## config.mk

```make
export PLATFORM = sky130hd
export DESIGN_NAME = fetch_sequencer
export DESIGN_NICKNAME = d
export VERILOG_FILES = /design/src/rtl/fetch_sequencer.sv
export SDC_FILE = /design/constraint.sdc
export NUM_CORES = 1
export LEC_CHECK = 0
export CORE_UTILIZATION = 44
export CTS_CLUSTER_SIZE = 25
export DETAILED_ROUTE_END_ITERATION = 16
export GPL_TIMING_DRIVEN = 1
export PLACE_DENSITY = 0.86
export SETUP_SLACK_MARGIN = 0.15
export SLEW_MARGIN = 25
export SYNTH_ARGS = -nofsm -noshare
export SYNTH_HDL_FRONTEND = slang
export SYNTH_SLANG_ARGS = --single-unit
export TNS_END_PERCENT = 1
```

## constraint.sdc

```tcl
create_clock -name clk -period 2.2 [get_ports clk]
set_input_delay 0.55 -clock clk [delete_from_list [all_inputs] [get_ports clk]]
set_output_delay 0.55 -clock clk [all_outputs]
set_load 0.02 [all_outputs]
```

## src/rtl/fetch_sequencer.sv

```systemverilog
// fetch_sequencer
// Instruction-fetch controller. It owns the architectural PC and runs one
// fetch at a time over a request/grant/response instruction-memory port. Each
// fetched instruction is then offered to decode. Branch/jump redirects are
// applied, and a fetch already in flight is discarded.
//
// Handshakes:
//   imem_req/imem_gnt : the request is held, with a stable address, until gnt.
//                       A redirect may change the address before gnt.
//   imem_rvalid       : exactly one response per grant, at least one cycle
//                       after the granting cycle.
//   if_valid/if_ready : a transfer happens on a cycle where both are 1.
//                       if_pc/if_instr stay stable while if_valid=1 and
//                       if_ready=0.
//
// Ports:
//   clk, reset (async, active-low)
//   redirect_valid, redirect_pc[31:0]            : redirect from execute
//   imem_req, imem_addr[31:0]                     : fetch request
//   imem_gnt, imem_rvalid, imem_rdata[31:0]       : memory grant/response
//   if_valid, if_ready, if_pc, if_instr, if_pc_plus4 : decode interface
//   dbg_state[1:0]                                : FSM state (0 IDLE, 1 REQ, 2 WAIT, 3 HOLD)
module fetch_sequencer #(
  parameter logic [31:0] RESET_PC  = 32'h0000_0000,
  parameter logic [31:0] NOP_INSTR = 32'h0000_0013
) (
  input  logic        clk,
  input  logic        reset,
  input  logic        redirect_valid,
  input  logic [31:0] redirect_pc,
  output logic        imem_req,
  output logic [31:0] imem_addr,
  input  logic        imem_gnt,
  input  logic        imem_rvalid,
  input  logic [31:0] imem_rdata,
  output logic        if_valid,
  input  logic        if_ready,
  output logic [31:0] if_pc,
  output logic [31:0] if_instr,
  output logic [31:0] if_pc_plus4,
  output logic [1:0]  dbg_state
);

  typedef enum logic [1:0] {
    S_IDLE = 2'd0,
    S_REQ  = 2'd1,
    S_WAIT = 2'd2,
    S_HOLD = 2'd3
  } state_t;

  state_t      state_q, state_d;
  logic [31:0] pc_q, pc_d;
  logic        drop_q, drop_d;
  logic [31:0] if_pc_q, if_instr_q;
  logic        capture;
  logic [31:0] redirect_tgt;

  // Masking keeps every bit of redirect_pc in use and forces word alignment.
  assign redirect_tgt = redirect_pc & 32'hFFFF_FFFC;

  always_comb begin
    state_d = state_q;
    pc_d    = pc_q;
    drop_d  = drop_q;
    capture = 1'b0;
    case (state_q)
      S_IDLE: begin
        state_d = S_REQ;
        if (redirect_valid) pc_d = redirect_tgt;
      end
      S_REQ: begin
        // A granted request always produces a response. Under a redirect,
        // that response must be discarded when it arrives.
        if (imem_gnt) begin
          state_d = S_WAIT;
          drop_d  = redirect_valid;
        end
        if (redirect_valid) pc_d = redirect_tgt;
      end
      S_WAIT: begin
        if (imem_rvalid) begin
          if (redirect_valid || drop_q) begin
            state_d = S_REQ;
            drop_d  = 1'b0;
          end else begin
            state_d = S_HOLD;
            capture = 1'b1;
          end
        end else if (redirect_valid) begin
          drop_d = 1'b1;
        end
        if (redirect_valid) pc_d = redirect_tgt;
      end
      S_HOLD: begin
        // A redirect wins over a simultaneous accept, so there is no +4 step.
        if (redirect_valid) begin
          state_d = S_REQ;
          pc_d    = redirect_tgt;
        end else if (if_ready) begin
          state_d = S_REQ;
          pc_d    = pc_q + 32'd4;
        end
      end
      default: state_d = S_IDLE;
    endcase
  end

  always_ff @(posedge clk or negedge reset) begin
    if (!reset) begin
      state_q    <= S_IDLE;
      pc_q       <= RESET_PC;
      drop_q     <= 1'b0;
      if_pc_q    <= RESET_PC;
      if_instr_q <= NOP_INSTR;
    end else begin
      state_q <= state_d;
      pc_q    <= pc_d;
      drop_q  <= drop_d;
      if (capture) begin
        if_pc_q    <= pc_q;
        if_instr_q <= imem_rdata;
      end
    end
  end

  assign imem_req    = (state_q == S_REQ);
  assign imem_addr   = pc_q;
  assign if_valid    = (state_q == S_HOLD);
  assign if_pc       = if_pc_q;
  assign if_instr    = if_instr_q;
  assign if_pc_plus4 = if_pc_q + 32'd4;
  assign dbg_state   = state_q;

endmodule

```

Yosys cells after proc, flatten, opt, wreduce, memory -nomap -nowiden

Cells that the tools add are included.

Bits in registers: 99
Logic and storage cells: 41
Input port bits: 70

Muxes and demuxes: 18
Reductions and logical operators: 7
Eq/ne operators: 9
$add $sub $neg: 2

Operators by type and width:

| kind                                                            | number |
|---|---|
| 32-bit 2-to-1 mux                                               | 3 |
| 32-bit by 3-bit adder with 32-bit output, second input constant | 2 |
| 32-bit case mux with 2 select lines                             | 1 |
| 2-bit 2-to-1 mux                                                | 5 |
| 2-bit case mux with 4 select lines                              | 1 |
| 1-bit 2-to-1 mux                                                | 7 |
| 3-bit != test, second input constant                            | 2 |
| 2-bit == test, second input constant                            | 2 |
| 2-bit by 1-bit != test with 1-bit output, second input constant | 2 |
| 4-bit AND reduction                                             | 1 |
| 3-bit by 2-bit != test with 1-bit output, second input constant | 1 |
| 3-bit AND reduction                                             | 1 |
| 3-bit OR reduction                                              | 1 |
| 2-bit by 1-bit == test with 1-bit output, second input constant | 1 |
| 2-bit zero test                                                 | 1 |
| 2-bit != test, second input constant                            | 1 |
| 1-bit case mux with 2 select lines                              | 1 |
| 2-bit AND reduction                                             | 1 |
| 2-bit nonzero test                                              | 1 |
| 1-bit logical OR                                                | 1 |

Longest topological paths before layout

Gate-level depths: netlist (run 1).

Depth after elaboration: 4
Depth in mapped cells: 7

Least setup slack after synthesis (run 1)

Ideal clock, no wire load.

Path kind: register to output
Start point: register if_pc_q[4], in the netlist if_pc[4]
End point: output port if_pc_plus4[31]
Buffers on the path: 0
Arrival time: 1,922 ps
Slack: -272 ps
Required time: 1,650 ps
Stages on the path, launching flop included: 6
Cell sequence: dfrtp_1 -> nand3_1 -> nor4_4 -> and4_1 -> nand4_1 -> xnor2_1

Cells in the longest elaborated chain, start to end: 1

RTL lines:

| item                                     | RTL line | RTL |
|---|---|---|
| start: declaration                       | 54       | `logic [31:0] if_pc_q, if_instr_q;` |
| start signal: assignment                 | 120      | `if_pc_q <= pc_q;` |
| 32-bit by 3-bit adder with 32-bit output | 131      | `assign if_pc_plus4 = if_pc_q + 32'd4;` |
| end: declaration                         | 40       | `output logic [31:0] if_pc_plus4,` |

Every way passes these cells.

Worst setup path in the final report (run 1)

Start point: register if_pc_q[11], in the netlist if_pc[11]
End point: output port if_pc_plus4[31]

The elaborated chain is that of the path after synthesis.

==> results of run 1 <==
==> synth_stat cells (2+ instances only) <==
master and count:
dfrtp_1 92, mux2_2 61, nand2_1 39, nor2_1 33
a21oi_1 31, nand3_1 31, o21ai_0 21, xnor2_1 17
clkbuf_1 14, and3_1 13, nand4_1 13, xor2_1 11
inv_1 10, buf_2 9, buf_4 8, o22ai_1 8
a31oi_1 6, ha_1 6, a2bb2oi_1 5, nor3_1 5
a22oi_1 4, and4_1 4, nor4_1 4, o21ai_1 4
o22a_1 4, dfstp_2 3, nand2b_1 3, nor4_4 3
a32oi_1 2, a41oi_1 2, o41ai_1 2
==> critical path: stages, from the launching register on <==
cell and delay (ns):
dfrtp_2 0.39, nand3_4 0.13, nor4_4 0.40, and4_1 0.27, nand4_1 0.19, xnor2_2 0.19, clkdlybuf4s15_2 0.27
==> sequential cells by signal, summed over array words and instances, names as in the netlist <==
signal,count
drop_q,1
dbg_state,2
imem_addr,30
if_instr,32
if_pc,30
==> area by class of cell <==
class,count,area share
repair buffers,265,0.3109
flip-flops and latches,95,0.2922
well taps,140,0.02133
inverters,10,0.004570
clock buffers,11,0.02834
clock inverters,5,0.009902
multi-input cells,359,0.3327
==> cells by family after synthesis <==
kind of cell    after synthesis
other cells                   1
simple gates                157
compound gates              100
xor+xnor                     28
fa+ha+maj                     6
buf+inv                      41
mux                          62
flops                        95
==> layer usage <==
layer / vias to the layer above / share of wire / track usage
li1: 2284 / - / -
met5: - / 0 / 0
met4: 0 / 0.026 / 0.1124
met3: 45 / 0.081 / 0.05098
met1: 2426 / 0.38 / 0.3271
met2: 281 / 0.52 / 0.4690
==> power by group through the flow <==
stage	combinational [mW]	clock (mW)	sequential, mW
CTS	6.17	1.68	3.20
finish	6.22	1.65	3.22
global route	6.60	1.74	3.31
global placement	6.07	0	3.11
floorplan	1.97	0	4.13
detailed placement	6.23	0	3.20
==> worst paths after layout <==
check,from,endpoint,slack [ns]
setup / recovery,if_pc[11]$_DFFE_PN0P_,if_pc_plus4[31],-0.53
hold / removal,reset,if_instr[27]$_DFFE_PN0P_,0.16
setup reg to reg,imem_addr[2]$_DFFE_PN0P_,imem_addr[30]$_DFFE_PN0P_,0.26
hold reg to reg,if_instr[3]$_DFFE_PN0P_,if_instr[3]$_DFFE_PN0P_,0.51
max in group asynchronous,reset,imem_addr[17]$_DFFE_PN0P_,1.48
min in group clk,if_instr[3]$_DFFE_PN0P_,if_instr[3]$_DFFE_PN0P_,0.51
==> what timing repair did <==
action                                  in CTS  in global routing
buffers inserted                             5                  1
endpoints found under the setup margin      39                 44
pin swaps                                   12                 13
gates resized for setup                    140                 54
==> flow_summary.json, run 1 <==
{
  "tightest_slew_ns": 0.6632,
  "pwr-share-comb": 0.561,
  "end_kind": "primary output",
  "yosys.area.top_type_share": 0.4534,
  "grt_max_degree": 51,
  "ys_seq_elements": 95,
  "htree_levels": 3,
  "fin_crit_sh": 1.239,
  "vias": 5036,
  "worstPathArrival_ns": 2.18,
  "clk_pin_slew_ns": 0.07,
  "grt_pass1_vias": 5009,
  "synth_area_leaders": "dfrtp_1 45%, mux2_2 14%, a21oi_1 3.1%",
  "crit_type": "register to primary output",
  "crit_fanout": 3,
  "grt_setup_unrepaired": "yes",
  "placed_cell_area_um2": 7735,
  "multi_input_area_um2": 2733,
  "cp-start-kind": "register",
  "hpwl_mm": 11.79,
  "setup_viol": 23,
  "wire_per_inst_um": 18.25,
  "synth_top_cell_by_area": "dfrtp_1",
  "drcViolationCount": 0,
  "synthCells": 490,
  "yosysWarningCount": 0,
  "power.internal_mw": 6.583,
  "final_core_util": 0.7446,
  "fin_ws_ns": -0.5260,
  "skew_ns": 0.007418,
  "clock-root-buffer": "clkbuf_16",
  "ys.flop_type": "dfrtp_1",
  "ctsHoldBuffers": 0,
  "grtUsageTotal": 0.2695,
  "cts_inserted_buffers": 9,
  "place_ws_ns": -0.5489,
  "hold_viol_final": 0,
  "worstRegToRegCells": 6,
  "clockPowerShare": 0.149,
  "cts_tree": "yes",
  "antenna_found_initial": 0,
  "area_delta_synth_final_pct": 61.75,
  "fill_cells": 776,
  "rows": 38,
  "p_per_area_nw_per_um2": 1350,
  "clk_path_buf_depth": 2,
  "dp.cells": 863,
  "drt-total-wl_mm": 16.15,
  "core_um2": 11030,
  "final_cell_mix": "140 x clkdlybuf4s50_1, 80 x buf_4, 77 x dfrtp_1",
  "synth_cell_type_count": 53,
  "hp-class": "primary input to asynchronous set/reset pin",
  "slew_viol_final": 0,
  "p_sw_frac": 0.4061,
  "stdcell_area_um2": 8213,
  "ir_worst_vdd_uv": 860.8,
  "worstPathRequired_ns": 1.65,
  "boundaryPins": 202,
  "drt-pass1-iter-count": 6,
  "finalHoldWorstSlack_ns": 0.1614,
  "place.gp.congestion": 0.9291,
  "synthMuxAreaShare": 0.1373,
  "seq_area_um2": 2400,
  "synth_compound_gate_area_share": 0.1232,
  "start_util": 0.4603,
  "cts_num_sinks": 95,
  "netlist_area_um2": 5077,
  "ys_seq_area_frac": 0.4690,
  "post-route-min-period_ns": 2.726,
  "synthAdderAreaFrac": 0.01479,
  "run_status": "finished with violations",
  "grt_pass1_wl_mm": 24.73,
  "drt_iter0_drc": 444,
  "layout-drive-gt1-share": 0.3181,
  "maxCapViolations": 0,
  "synth-xor-area-share": 0.04830,
  "die_h_um": 109.4,
  "final_common_cell": "clkdlybuf4s50_1",
  "dieArea_um2": 11970,
  "synth_edf_count": 0,
  "grt_overflow": 0,
  "power_switching_mw": 4.502,
  "via_per_inst": 5.690,
  "clock_latency_ns": 0.34,
  "portBuffers": 193,
  "avgSynthCellArea_um2": 10.36,
  "slew-limit-headroom": 0.5532,
  "ant_nets": 0,
  "p_total_mw": 11.08,
  "die_w_um": 109.4,
  "violations": "negative setup slack",
  "insertedDiodeCount": 0,
  "fmax_ghz": 0.3668,
  "p_seq_frac": 0.290,
  "synth_top_family_by_area": "simple AND/OR/NAND/NOR gates",
  "async_flop_share": 1.000,
  "final_cells": 885,
  "fin_nets": 816,
  "yosys.area_share.simple": 0.1683,
  "p_leak_nw": 3.675,
  "tns_ns": -7.201
}
(Power assumes the default switching activity.)
==> inputs of run 2 (changes only) <==
--- a/config.mk
+++ b/config.mk
@@ -5,6 +5,7 @@
 export SDC_FILE = /design/constraint.sdc
 export NUM_CORES = 1
 export LEC_CHECK = 0
+export CORE_MARGIN = 4
 export CORE_UTILIZATION = 44
 export CTS_CLUSTER_SIZE = 25
 export DETAILED_ROUTE_END_ITERATION = 16
==> run 2 against run 1 <==
- the flow still finishes with violations (negative setup slack)
- routed wire length shrank 1.0%
- critical path depth grew 2
- worst hold slack lost 0.0027 ns
- die area grew 11%
- core utilization shrank 1.1 points
- global-route usage shrank 3.0 points
- fmax grew 3.4%
- clock-buffer cell count is the same
- clock power is essentially flat
- non-clock buffer count shrank 5
- combinational power shrank 2%
- largest power group unchanged
- highest routed layer unchanged
==> flow_summary.json, run 2 (synthesized netlist as in run 1, its figures left out) <==
{
  "run_status": "finished with violations",
  "violations": "negative setup slack",
  "cts_num_sinks": 95,
  "boundaryPins": 202,
  "grt_setup_unrepaired": "yes",
  "crit_chain": "ha_2 -> nand2_2 -> nor4_4 -> buf_4 -> and4_4 -> nand3_2 -> xnor2_2 -> buf_4",
  "layout-drive-gt1-share": 0.3095,
  "tightest_slew_ns": 0.6423,
  "fin_nets": 811,
  "seq_area_um2": 2402,
  "slew-limit-headroom": 0.5673,
  "setup_viol": 21,
  "crit_family": "simple AND/OR/NAND/NOR gates",
  "grt_pass1_wl_mm": 25.33,
  "hold_viol_final": 0,
  "ant_nets": 0,
  "rows": 38,
  "htree_levels": 3,
  "post-route-min-period_ns": 2.637,
  "die_w_um": 115.4,
  "crit_fanout": 4,
  "grt_pass1_vias": 4974,
  "grt_overflow": 0,
  "grt_max_degree": 51,
  "stdcell_area_um2": 8129,
  "start_util": 0.4583,
  "place_ws_ns": -0.5438,
  "slowest_delay_ns": 0.37,
  "place.gp.congestion": 0.8831,
  "multi_input_area_um2": 2695,
  "cp-start-kind": "register",
  "drt-pass1-iter-count": 4,
  "slew_viol_final": 0,
  "drt-total-wl_mm": 15.99,
  "fin_ws_ns": -0.4365,
  "crit_type": "register to primary output",
  "ir_worst_vdd_uv": 822.8,
  "skew_ns": 0.004858,
  "placed_cell_area_um2": 7712,
  "antenna_found_initial": 0,
  "slowest_stage": "dfrtp_2",
  "vias": 4889,
  "cpMostUsedCell": "buf_4",
  "clock-root-buffer": "clkbuf_16",
  "wire_per_inst_um": 18.17,
  "hpwl_mm": 12.03,
  "ctsHoldBuffers": 0,
  "dieArea_um2": 13320,
  "fmax_ghz": 0.3793,
  "cts_inserted_buffers": 9,
  "fill_cells": 783,
  "end_kind": "primary output",
  "worstPathArrival_ns": 2.09,
  "largest_reg_flops": 32,
  "final_common_cell": "clkdlybuf4s50_1",
  "hp-class": "primary input to asynchronous set/reset pin",
  "p_leak_nw": 3.672,
  "path_buf_inv": 2,
  "maxCapViolations": 0,
  "core_um2": 11080,
  "final_cell_mix": "136 x clkdlybuf4s50_1, 79 x buf_4, 75 x dfrtp_1",
  "worstPathRequired_ns": 1.65,
  "cts_tree": "yes",
  "p_total_mw": 10.95,
  "drcViolationCount": 0,
  "grtUsageTotal": 0.2393,
  "clk_pin_slew_ns": 0.07,
  "drt_iter0_drc": 327,
  "fin_crit_sh": 1.198,
  "p_per_area_nw_per_um2": 1348,
  "portBuffers": 193,
  "area_delta_synth_final_pct": 60.10,
  "via_per_inst": 5.556,
  "die_h_um": 115.4,
  "clk_path_buf_depth": 2,
  "insertedDiodeCount": 0,
  "clock_latency_ns": 0.34
}
==> run 2: cell types whose count changed in the layout (fill, tap and decap cells not counted), sizes merged <==
| cell | before | now |
|---|---|---|
| buf | 96 | 91 |
| clkdlybuf4s15 | 6 | 5 |
| clkdlybuf4s50 | 140 | 136 |
| dlymetal6s2s | 12 | 17 |
==> run 2: worst paths after layout <==
| check | startpoint | to | slack [ns] | cells after the start |
|---|---|---|---|---|
| hold reg to reg | if_instr[3]$_DFFE_PN0P_ | if_instr[3]$_DFFE_PN0P_ | 0.51 | 1 |
| setup reg to reg | imem_addr[11]$_DFFE_PN0P_ | imem_addr[29]$_DFFE_PN0P_ | 0.25 | 5 |
| max in group asynchronous | reset | if_pc[8]$_DFFE_PN0P_ | 1.47 | 2 |
| hold / removal | reset | dbg_state[0]$_DFFE_PN0P_ | 0.16 | 1 |
| setup / recovery | if_pc[3]$_DFFE_PN0P_ | if_pc_plus4[30] | -0.44 | 8 |
| min in group clk | if_instr[3]$_DFFE_PN0P_ | if_instr[3]$_DFFE_PN0P_ | 0.51 | 1 |
==> run 2: metrics by stage <==
step | setup TNS (ns) | util | std cells | hold WS, ns
after floorplan | -0.1838 | - | 495 | 0.2544
after global placement | -6.788 | 0.6962 | 860 | 0.4887
after detailed placement | -7.884 | 0.6962 | 860 | 0.4947
after CTS | -6.706 | 0.7267 | 880 | 0.1734
after global routing | -8.258 | 0.7338 | 880 | 0.1876
final | -6.274 | 0.7338 | 880 | 0.1587
==> run 2: what timing repair did <==
item	CTS	global route
pin swaps	9	4
buffers inserted	4	0
endpoints found under the setup margin	41	51
gates resized for setup	134	48
==> run 2: area by class of cell <==
class,count,area share
Timing Repair Buffer,260,0.3081
Clock buffer,11,0.02863
Sequential cell,95,0.2955
Multi-Input combinational cell,359,0.3315
Inverter,10,0.004618
Tap cell,140,0.02155
Clock inverter,5,0.01000
==> run 2: worst register-to-register path: stages, from the launching register on <==
cell	delay [ns]
dfrtp_1	0.45
and4_1	0.37
nand4_1	0.25
nor4_2	0.38
a31oi_1	0.12
o2bb2a_2	0.27
==> run 2: routing by layer <==
metal | routed length, um | vias to the layer above | track usage | part of all wire
met2 | 8207 | 213 | 0.4167 | 0.51
li1 | - | 2268 | - | -
met4 | 254 | 0 | 0.06338 | 0.016
met3 | 1356 | 29 | 0.06736 | 0.085
met1 | 6168 | 2379 | 0.2929 | 0.39
met5 | 0 | - | 0 | 0
==> run 2: power breakdown <==
part / total (mW) / switching [mW] / internal (mW)
registers: 3.22 / 0.705 / 2.51
logic: 6.07 / 3.07 / 3.00
clock network: 1.67 / 0.666 / 1.00
total: 11.0 / 4.44 / 6.51
